===== src/rtl/axis_sync_fifo.sv =====
// axis_sync_fifo: single-clock AXI-Stream FIFO with first-word-fall-through output,
// occupancy count, almost-full/almost-empty flags and synchronous flush.
// Optional packet mode is enabled by defining AXIS_FIFO_PKT_MODE_EN.
module axis_sync_fifo #(
  parameter int DWIDTH        = 16,
  parameter int DEPTH         = 8,
  parameter int AFULL_THRESH  = DEPTH - 2,
  parameter int AEMPTY_THRESH = 1
) (
  input  logic                     clk,
  input  logic                     rstn,
  input  logic                     flush,
  input  logic [DWIDTH-1:0]        s_axis_tdata,
  input  logic                     s_axis_tlast,
  input  logic                     s_axis_tvalid,
  output logic                     s_axis_tready,
  output logic [DWIDTH-1:0]        m_axis_tdata,
  output logic                     m_axis_tlast,
  output logic                     m_axis_tvalid,
  input  logic                     m_axis_tready,
  output logic [$clog2(DEPTH):0]   count,
  output logic                     almost_full,
  output logic                     almost_empty
);

  localparam int AW = $clog2(DEPTH);
  localparam int PW = AW + 1;
  localparam logic [PW-1:0] PTR_ONE  = {{(PW-1){1'b0}}, 1'b1};
  localparam logic [PW-1:0] AFULL_L  = PW'(AFULL_THRESH);
  localparam logic [PW-1:0] AEMPTY_L = PW'(AEMPTY_THRESH);

  logic [DWIDTH:0] mem_q [DEPTH];
  logic [PW-1:0]   wptr_q, wptr_d;
  logic [PW-1:0]   rptr_q, rptr_d;
  logic [PW-1:0]   count_q, count_d;
  logic [DWIDTH:0] head_s;
  logic            full_s;
  logic            empty_s;
  logic            clr_s;
  logic            wr_fire_s;
  logic            rd_fire_s;

  // Reset and flush share one clear path; rstn simply dominates by being OR-ed in.
  assign clr_s     = !rstn || flush;
  assign full_s    = (wptr_q[AW] != rptr_q[AW]) && (wptr_q[AW-1:0] == rptr_q[AW-1:0]);
  assign empty_s   = (wptr_q == rptr_q);
  assign wr_fire_s = s_axis_tvalid && s_axis_tready;
  assign rd_fire_s = m_axis_tvalid && m_axis_tready;
  assign head_s    = mem_q[rptr_q[AW-1:0]];

  assign s_axis_tready = !full_s;
  assign m_axis_tdata  = head_s[DWIDTH-1:0];
  assign m_axis_tlast  = head_s[DWIDTH];
  assign count         = count_q;
  assign almost_full   = (count_q >= AFULL_L);
  assign almost_empty  = (count_q <= AEMPTY_L);

  // Next-state for pointers and occupancy.
  always_comb begin
    wptr_d  = wptr_q;
    rptr_d  = rptr_q;
    count_d = count_q;
    if (clr_s) begin
      wptr_d  = '0;
      rptr_d  = '0;
      count_d = '0;
    end else begin
      if (wr_fire_s) begin
        wptr_d = wptr_q + PTR_ONE;
      end else begin
        wptr_d = wptr_q;
      end
      if (rd_fire_s) begin
        rptr_d = rptr_q + PTR_ONE;
      end else begin
        rptr_d = rptr_q;
      end
      case ({wr_fire_s, rd_fire_s})
        2'b10:   count_d = count_q + PTR_ONE;
        2'b01:   count_d = count_q - PTR_ONE;
        default: count_d = count_q;
      endcase
    end
  end

  // Pointer and occupancy registers.
  always_ff @(posedge clk) begin
    wptr_q  <= wptr_d;
    rptr_q  <= rptr_d;
    count_q <= count_d;
  end

  // Storage is never cleared; a beat offered during clear is dropped.
  always_ff @(posedge clk) begin
    if (wr_fire_s && !clr_s) begin
      mem_q[wptr_q[AW-1:0]] <= {s_axis_tlast, s_axis_tdata};
    end
  end

`ifdef AXIS_FIFO_PKT_MODE_EN
  logic [PW-1:0] pkt_cnt_q, pkt_cnt_d;
  logic          pkt_wr_s;
  logic          pkt_rd_s;

  assign pkt_wr_s = wr_fire_s && s_axis_tlast;
  assign pkt_rd_s = rd_fire_s && head_s[DWIDTH];

  // Full forces release so packets longer than DEPTH cannot deadlock.
  assign m_axis_tvalid = !empty_s && ((pkt_cnt_q != '0) || full_s);

  // Next-state for the complete-packet counter.
  always_comb begin
    pkt_cnt_d = pkt_cnt_q;
    if (clr_s) begin
      pkt_cnt_d = '0;
    end else begin
      case ({pkt_wr_s, pkt_rd_s})
        2'b10:   pkt_cnt_d = pkt_cnt_q + PTR_ONE;
        2'b01:   pkt_cnt_d = pkt_cnt_q - PTR_ONE;
        default: pkt_cnt_d = pkt_cnt_q;
      endcase
    end
  end

  // Packet counter register.
  always_ff @(posedge clk) begin
    pkt_cnt_q <= pkt_cnt_d;
  end
`else
  assign m_axis_tvalid = !empty_s;
`endif

endmodule


===== config.mk =====
export PLATFORM = sky130hd
export DESIGN_NAME = axis_sync_fifo
export DESIGN_NICKNAME = d
export VERILOG_FILES = /design/src/rtl/axis_sync_fifo.sv
export SDC_FILE = /design/constraint.sdc
export NUM_CORES = 1
export LEC_CHECK = 0
export BUFFER_PORTS_ARGS = -buffer_cell sky130_fd_sc_hd__buf_2
export CAP_MARGIN = 40
export CORE_ASPECT_RATIO = 1.25
export CORE_UTILIZATION = 60
export DETAILED_ROUTE_END_ITERATION = 7
export GPL_TIMING_DRIVEN = 0
export PLACE_DENSITY_LB_ADDON = 0.3
export SYNTH_ARGS = -nofsm -noshare
export SYNTH_HDL_FRONTEND = slang
export SYNTH_SLANG_ARGS = --single-unit

===== constraint.sdc =====
create_clock -name clk -period 6.39 [get_ports clk]
set_input_delay 0.639 -clock clk [delete_from_list [all_inputs] [get_ports clk]]
set_output_delay 0.639 -clock clk [all_outputs]
set_load 0.02 [all_outputs]

==> After elaboration in Yosys (flattened, before gate mapping) <==
Memory sizes are Yosys's and may differ from the RTL's. A register that Yosys moved wholly into a read port is not among the register bits.
Cells that the tools add are included.
{ "word_totals": {"memories": 1, "mem_bits_rw": 136, "output_inout_bits": 25, "elab_cells": 30, "register_bits": 12} }
{ "mem_list": {"columns": ["memory", "depth", "width", "rd", "rd_clocked_by_memory_dff", "write_ports", "line_no", "source"], "rows": [
  ["mem_q", 8, 17, 1, 1, 1, "32", "logic [DWIDTH:0] mem_q [DEPTH];"]
]} }
{ "classes": {"n_lt_le_gt_ge": 2, "n_reduce_logical": 10, "n_addsub": 4, "eq_ne": 5, "mux": 5} }
{ "op_table": {"columns": ["operator", "n"], "rows": [
  ["adder 4 x 1 -> 4 bit, second input constant", 3],
  ["one-hot mux 4 bit (2 select lines)", 1],
  ["two-way mux 3 bit", 2],
  ["equality test 4 bit", 1],
  [">= comparator 4 x 3 -> 1 bit, second input constant", 1],
  ["<= comparator 4 x 1 -> 1 bit, second input constant", 1],
  ["logical AND 1 bit", 4],
  ["logical NOT 1 bit", 4],
  ["subtractor 4 x 1 -> 4 bit, second input constant", 1],
  ["equality test 3 bit", 1],
  ["equality test 2 x 1 -> 1 bit, second input constant", 1],
  ["equality test 2 bit, second input constant", 1],
  ["two-way mux 1 bit", 2],
  ["nonzero test 2 bit", 1],
  ["logical OR 1 bit", 1],
  ["inequality test 1 bit", 1]
]} }

==> Logic depth before layout (Yosys ltp) <==
Gate-level depths: netlist of the first run.
{ "logic_depth": {"ltp_word": 7, "depth_mapped": 9} }

==> Worst setup path before layout of the first run <==
Ideal clock, no wire load.
{ "synth_timing": {"path_kind": "flip-flop to flip-flop", "from": "reg wptr_q[0]", "to": "mem mem_q[6][0] in the netlist's numbering, enable pin", "t_arrival_ps": 2300, "setup_slack_ps": 3678, "stages_incl_launch_ff": 6, "required_ps": 5977, "setup_ps": 413, "cell_sequence": "dfxtp_1 > buf_2 > xnor2_1 > nand4_1 > nand3_1 > nor3_1"} }
{ "synth_via": {"elab_chain_len": 7} }
{ "synth_rtl": {"columns": ["item", "line_no", "source"], "rows": [
  ["start: declaration", "33", "logic [PW-1:0] wptr_q, wptr_d;"],
  ["start signal: assignment", "88", "wptr_q <= wptr_d;"],
  ["equality test 3 bit", "45", "assign full_s = (wptr_q[AW] != rptr_q[AW]) && (wptr_q[AW-1:0] == rptr_q[AW-1:0]);"],
  ["logical AND 1 bit", "45", null],
  ["logical NOT 1 bit", "51", "assign s_axis_tready = !full_s;"],
  ["net s_axis_tready", "16", "output logic s_axis_tready,"],
  ["logical AND 1 bit", "47", "assign wr_fire_s = s_axis_tvalid && s_axis_tready;"],
  ["logical AND 1 bit", "95", "if (wr_fire_s && !clr_s) begin"],
  ["two-way mux 1 bit", "95", null],
  ["two-way mux 1 bit (not written as such)", "96", "mem_q[wptr_q[AW-1:0]] <= {s_axis_tlast, s_axis_tdata};"],
  ["end: declaration", "32", null]
]} }
The timed path passes the listed nets, and every way through them passes these cells.

==> metrics.txt, run 1 <==
status=finished clean; Startpoint Class=register; slew margin rel.=between 40% and 50%; vias per cell=6.00; first-pass GRT wire length=18.1 mm; CP required=5.75 ns; number of synthesized flops with an enable pin=136; syn_nets=335; Final Non-Filler Cells=520; Crit Path Max Fanout=10; busiest grt layer=met2; worst-skew pair later-pin latency=roughly 0.42 ns; PortBufs=46; Synth cell types=37; GRT met3 Usage=6.18%; Setup Buffers After CTS=0; Crit. End Element=output port; critical path class=reg -> out; Min Hold Slack=0.484 ns; Synth top cells by count=edfxtp_1 (136), mux4_2 (34), mux2_2 (17), nor2_1 (17), dfxtp_1 (15); overall routing resource usage=about 25%; post-route antenna net violation count=0; CTS sink cnt=between 150 and 200; largest cells by area after synthesis=edfxtp_1 (68%), mux4_2 (13%), dfxtp_1 (5.0%), mux2_2 (3.2%), ha_1 (1.4%); Die H=between 100 and 150 um; peak supply drop=roughly 0.23 mV; fin crit period=3.04 ns; final hold viol count=0; Detailed Route Iter0 Violations=224; Num CTS Buffers=17; leakage=2.42 nW; arrival time worst endpoint=~2.4 ns; CTS tree=done; Fin Setup TNS=0 ns; Inst Count DP=slightly below 500; Yosys top cell by area=edfxtp_1; Worst Tran Pin Value=around 0.76 ns; initial core utilization=62.2%; main flop type after synthesis=edfxtp_1; top-area cell type share of the netlist area=between 60 and 70%; nets@finish=between 400 and 500; largest net degree at the start of global routing=17; Avg Cell Area, Syn=19.7 um^2; total number of yosys warnings=0; Register Area=roughly 0.0044 mm^2; die width=slightly above 90 um; Final setup viols=0; Min-Delay Path Class=in -> reg; Post-Synthesis Cells=between 300 and 400; register area share after synthesis=72.6%; M2 GR Usage=43.6%; Multi-input gate area=0.00157 mm^2; I/O Pins=47; Placer Congestion=0.826; most frequent cell after synthesis=edfxtp_1; final wirelength=11.6 mm; Antenna diodes=0; RSZ-0062 raised after global routing=false; area grow syn2layout=18.6%; Hold Path Depth=1; Slew Limit Fails=0; initial antenna violation count=0; Root Driver=clkbuf_16; die area=0.0105 mm^2; WL/cell=22.3 um; cell row count=40; Cell Area, Synth=0.00604 mm^2; met1 Track Usage GR=between 20 and 30%; gr ovfl total=0; final setup margin=roughly 3.4 ns; Power Dens Cells=291 mW/mm^2; vias in the first global route=3349; Filler cells=approximately 560; clock-pin slew on the worst setup and hold paths=0.06 ns; clock buffer depth=2; reg2reg path depth=9; CORE AREA=~0.0097 mm^2; # DRC=0; FF+latch count, synth=around 150; ys async rst share=0%; pre-CTS WS=3.74 ns; hold_buf cts=0; PostCTS Resize Cnt=0; DR pass1 iterations=4; clock skew=0.00765 ns; H-tree Lvls=4; share of layout cells above drive strength 1=40.1%; fin crit share=47.5%; FMAX=329 MHz; DP HPWL=7.48 mm; total number of vias=roughly 3100; MaxCap Viol Count=0
[where the power goes]
group | switching (mW) | internal (mW)
logic | 0.0461 | 0.0313
registers | 0.00343 | 1.08
clock network | 0.370 | 0.549
[worst max-delay path: stages (launching register included)]
cell	delay, ns
dfxtp_1	0.30
clkbuf_2	0.20
buf_1	0.59
mux4_2	0.42
mux2_2	0.30
buf_2	0.16
[cell families after synthesis]
kind of cell | count (synthesis) | share of synthesized area, %
AO/OA/AOI/OAI | 16 | 2.13
XOR/XNOR | 13 | 2.26
adder cells (fa/ha/maj) | 7 | 1.45
buffers and inverters | 21 | 1.82
flip-flops | 151 | 72.6
multiplexers | 52 | 16.0
AND/OR/NAND/NOR | 46 | 3.77
[registers in the layout (all words and copies together) (netlist names), named ones only]
signal	count
count	4
mem_q	136
rptr_q	4
wptr_q	4
[metrics by stage]
step / util, % / total power [mW] / cell area, um^2
final: 73.8 / 2.08 / 7170
after detailed placement: 68.1 / 1.18 / 6620
after global routing: 73.8 / 2.14 / 7170
after floorplan: - / 1.15 / 6040
after global placement: 66.2 / 1.18 / 6430
after CTS: 73.8 / 2.09 / 7170
[cells in the final DEF (no fill, tap or decap), types with 2 or more instances in the layout]
cell	netlist	final
dfxtp_1	15	15
buf_1	5	5
edfxtp_1	136	136
nand2b_1	2	2
nand3_1	4	4
xor2_2	3	3
xor2_1	4	4
nor2_2	0	6
inv_1	7	7
o21ai_0	4	4
nor2_1	17	11
clkinv_2	0	6
buf_8	0	3
xnor2_1	6	6
nand4_1	3	3
nand2_1	8	8
clkbuf_16	0	19
clkbuf_1	1	5
a21oi_1	5	5
buf_2	3	49
nor3_2	1	3
buf_4	1	4
ha_1	7	7
buf_6	3	4
or3_1	4	4
mux4_2	34	34
mux2_2	17	17
buf_16	0	3
[final timing paths]
check                                              to  slack [ns]              startpoint
worst max-delay path                  m_axis_tdata[3]        3.35                register
worst min register to register  count[2]$_SDFFE_PP0P_        0.56   count[2]$_SDFFE_PP0P_
worst max register to register  count[3]$_SDFFE_PP0P_        3.90  wptr_q[0]$_SDFFE_PP0P_
worst min-delay path            mem_q[7][7]$_DFFE_PP_        0.48         s_axis_tdata[7]
[layer usage]
metal / share of wire, % / up-vias
met5: 0 / -
met4: 2.7 / 0
met3: 6.3 / 26
met2: 55 / 135
met1: 36 / 1586
li1: - / 1373
[area by class of cell]
class	instances	area share, %
Sequential cell	151	61.2
Multi-Input combinational cell	134	21.9
Inverter	7	0.367
Clock buffer	24	7.04
Buffer	14	1.17
Clock inverter	8	0.629
Timing Repair Buffer	56	5.47
Tap cell	126	2.20
No activity file was read; power rests on OpenSTA's default activity.
==> run 2, diff against run 1 <==
--- a/config.mk
+++ b/config.mk
@@ -5,10 +5,11 @@
 export SDC_FILE = /design/constraint.sdc
 export NUM_CORES = 1
 export LEC_CHECK = 0
+export ABC_AREA = 1
 export BUFFER_PORTS_ARGS = -buffer_cell sky130_fd_sc_hd__buf_2
 export CAP_MARGIN = 40
 export CORE_ASPECT_RATIO = 1.25
-export CORE_UTILIZATION = 60
+export CORE_UTILIZATION = 59
 export DETAILED_ROUTE_END_ITERATION = 7
 export GPL_TIMING_DRIVEN = 0
 export PLACE_DENSITY_LB_ADDON = 0.3
==> constraint.sdc (replaced) <==
create_clock -name clk -period 3.05 [get_ports clk]
set_input_delay 0.305 -clock clk [delete_from_list [all_inputs] [get_ports clk]]
set_output_delay 0.305 -clock clk [all_outputs]
set_load 0.02 [all_outputs]
==> metrics.txt, run 2 <==
sw frac=20.4% (was 20.2%); number of synthesized flops with an enable pin=136 (unchanged); Num CTS Buffers=17 (unchanged); reg-to-reg slack, setup=0.85 ns (was 3.90 ns); CORE AREA=0.0102 mm^2 (was 0.00971 mm^2); top-area cell type share of the netlist area=65.7% (was 67.6%); Synth top cells by count=edfxtp_1 (136), nand2_1 (68), nor2_1 (58), o21ai_0 (40) (was edfxtp_1 (136), mux4_2 (34), mux2_2 (17), nor2_1 (17), dfxtp_1 (15)); register area share after synthesis=70.5% (was 72.6%); Synth cell types=30 (was 37); Avg Cell Area, Syn=12.9 um^2 (was 19.7 um^2); Setup Buffers After CTS=0 (unchanged); overall routing resource usage=27.1% (was 24.7%); total number of vias=4054 (was 3120); clock-pin slew on the worst setup and hold paths=0.06 ns (about the same); slew margin rel.=55.7% (was 49.3%); DP HPWL=9.04 mm (was 7.48 mm); area grow syn2layout=18.6% (about the same); initial antenna violation count=0 (unchanged); largest cells by area after synthesis=edfxtp_1 (66%), mux2i_1 (5.5%), dfxtp_1 (4.8%), nand2_1 (4.1%), nor2_1 (3.5%) (was edfxtp_1 (68%), mux4_2 (13%), dfxtp_1 (5.0%), mux2_2 (3.2%), ha_1 (1.4%)); Crit Path Max Fanout=10 (unchanged); Antenna diodes=0 (unchanged); adder-cell share of the synthesized area=1.41% (was 1.45%); Worst Tran Pin Value=0.664 ns (was 0.761 ns); sequential power share=48.0% (was 52.1%); max reg flops=136 (unchanged); Yosys top cell by area=edfxtp_1 (unchanged); # DRC=0 (unchanged); FMAX=between 400 and 500 MHz; PortBufs=46 (unchanged); syn_nets=510 (was 335); Area after DPL=0.00674 mm^2 (was 0.00662 mm^2); Min-Delay Path Class=in -> reg (unchanged); vias per cell=5.82 (was 6.00); P_int=3.78 mW (was 1.66 mW); Crit. End Element=output port (unchanged); Power Dens Cells=643 mW/mm^2 (was 291 mW/mm^2); CTS sink cnt=151 (unchanged); highest-count cells in the layout ignoring fill and taps=edfxtp_1 (136), nand2_1 (68), buf_2 (55), nor2_1 (50), o21ai_0 (40) (was edfxtp_1 (136), buf_2 (49), mux4_2 (34), clkbuf_16 (19), mux2_2 (17)); nets@finish=583 (was 410); peak supply drop=0.474 mV (was 0.225 mV); share of layout cells above drive strength 1=22.6% (was 40.1%); clock power share=47.0% (was 44.2%); DR pass1 iterations=5 (was 4); main flop type after synthesis=edfxtp_1 (unchanged); Cell Area, Synth=0.00622 mm^2 (was 0.00604 mm^2); Combinational Power Share=5.0% (was 3.7%); Slew Limit Fails=0 (unchanged); arrival time worst endpoint=2.09 ns (was 2.40 ns); Die H=117 um (was 114 um); Layout Cell Area excl Fill=0.00738 mm^2 (was 0.00717 mm^2); Synth Area in Compound Gates=7.42% (was 2.13%); Placer Congestion=0.765 (was 0.826); final wirelength=13.7 mm (was 11.6 mm); post-route antenna net violation count=0 (unchanged); Sw Pwr=0.968 mW (was 0.420 mW); Startpoint Class=register (unchanged); PostCTS Resize Cnt=0 (unchanged); final hold viol count=0 (unchanged); Post-Synthesis Cells=481 (was 306); clock skew=0.00779 ns (was 0.00765 ns); first-pass GRT wire length=20.8 mm (was 18.1 mm); Filler cells=670 (was 555); status=finished clean (unchanged); die width=93.8 um (was 91.8 um); largest family of logic cells by synthesized area=simple AND/OR/NAND/NOR gates (was multiplexers); fin crit share=78.6%; final setup margin=0.654 ns (was 3.35 ns); critical path class=reg -> out (unchanged); CTS tree=done (unchanged); vias in the first global route=4110 (was 3349); H-tree Lvls=4 (unchanged); gr ovfl total=0 (unchanged); clock buffer depth=2 (unchanged); total number of yosys warnings=0 (unchanged); Final setup viols=0 (unchanged); ys async rst share=0% (unchanged); die area=0.0110 mm^2 (was 0.0105 mm^2); initial core utilization=61.2% (was 62.2%); Detailed Route Iter0 Violations=414 (was 224); MaxCap Viol Count=0 (unchanged); WL/cell=19.7 um (was 22.3 um); hold_buf cts=0 (unchanged); fin crit period=between 2 and 2.5 ns; Synth Area in Simple Gates=11.0% (was 3.77%); cell row count=41 (was 40); Root Driver=clkbuf_16 (unchanged); most common cell after layout, fill and taps aside=edfxtp_1 (unchanged); FF+latch count, synth=151 (unchanged); post-synthesis mux area share=5.47% (was 16.0%); most frequent cell after synthesis=edfxtp_1 (unchanged); RSZ-0062 raised after global routing=false (unchanged); largest net degree at the start of global routing=17 (unchanged); leakage=2.60 nW (was 2.42 nW); pre-CTS WS=0.851 ns (was 3.74 ns); Synth Area in XOR/XNOR=0.704% (was 2.26%); I/O Pins=47 (unchanged); Fin Setup TNS=0 ns (unchanged); worst-skew pair later-pin latency=0.42 ns (about the same); CP required=2.74 ns (was 5.75 ns)
-- run 2: per-stage QoR --
stage	power, mW	hold slack (ns)	util (%)	std cells
final	4.75	0.139	72.6	696
after global routing	4.85	0.147	72.6	696
after CTS	4.76	0.135	72.6	696
after detailed placement	2.56	0.475	66.3	664
after global placement	2.54	0.469	65.1	656
after floorplan	2.46	0.404	-	481
-- run 2: logic make-up (layout without fill, tap and decap cells) --
logic type	after synthesis	after routing
xor+xnor	5	5
buf+inv	45	131
mux	34	34
compound gates	83	83
fa+ha+maj	7	7
simple gates	156	156
flops	151	151
-- run 2: area by class of cell --
cell class	instances	area [um^2]	share of cell area, %
inverter	22	87.6	1.19
clock buffer	21	470	6.38
sequential	151	4380	59.4
buffer	23	131	1.78
clock inverter	11	171	2.32
tap	129	161	2.19
timing repair buffer	54	335	4.55
multi-input combinational	285	1640	22.2
-- run 2: worst max-delay path: stages (launching register included) --
cell	delay, ns
dfxtp_1	0.39
clkbuf_1	0.45
o21ai_0	0.23
o22ai_1	0.24
nand2_1	0.07
nand2_1	0.11
buf_2	0.17
-- run 2: final timing paths --
check / startpoint / end / cells past startpoint
max: register / m_axis_tdata[12] / 6
min: s_axis_tdata[3] / mem_q[1][3]$_DFFE_PP_ / 1
max reg2reg: wptr_q[0]$_SDFFE_PP0P_ / mem_q[7][13]$_DFFE_PP_ / 10
min reg2reg: wptr_q[3]$_SDFFE_PP0P_ / wptr_q[3]$_SDFFE_PP0P_ / 2
-- run 2: power by group through the flow --
stage / sequential (mW) / combinational, mW / clock, mW
finish: 2.28 / 0.236 / 2.23
CTS: 2.28 / 0.237 / 2.24
global route: 2.28 / 0.257 / 2.32
floorplan: 2.32 / 0.137 / 0
detailed placement: 2.32 / 0.235 / 0
global placement: 2.32 / 0.219 / 0
-- run 2: layer usage --
metal	wire length, um	vias up	GRT usage [%]	part of all wire [%]
li1	-	1885	-	-
met1	5040	1957	30.0	37
met2	7470	179	48.0	54
met3	846	33	6.52	6.2
met4	362	0	15.0	2.6
met5	0	-	0	0
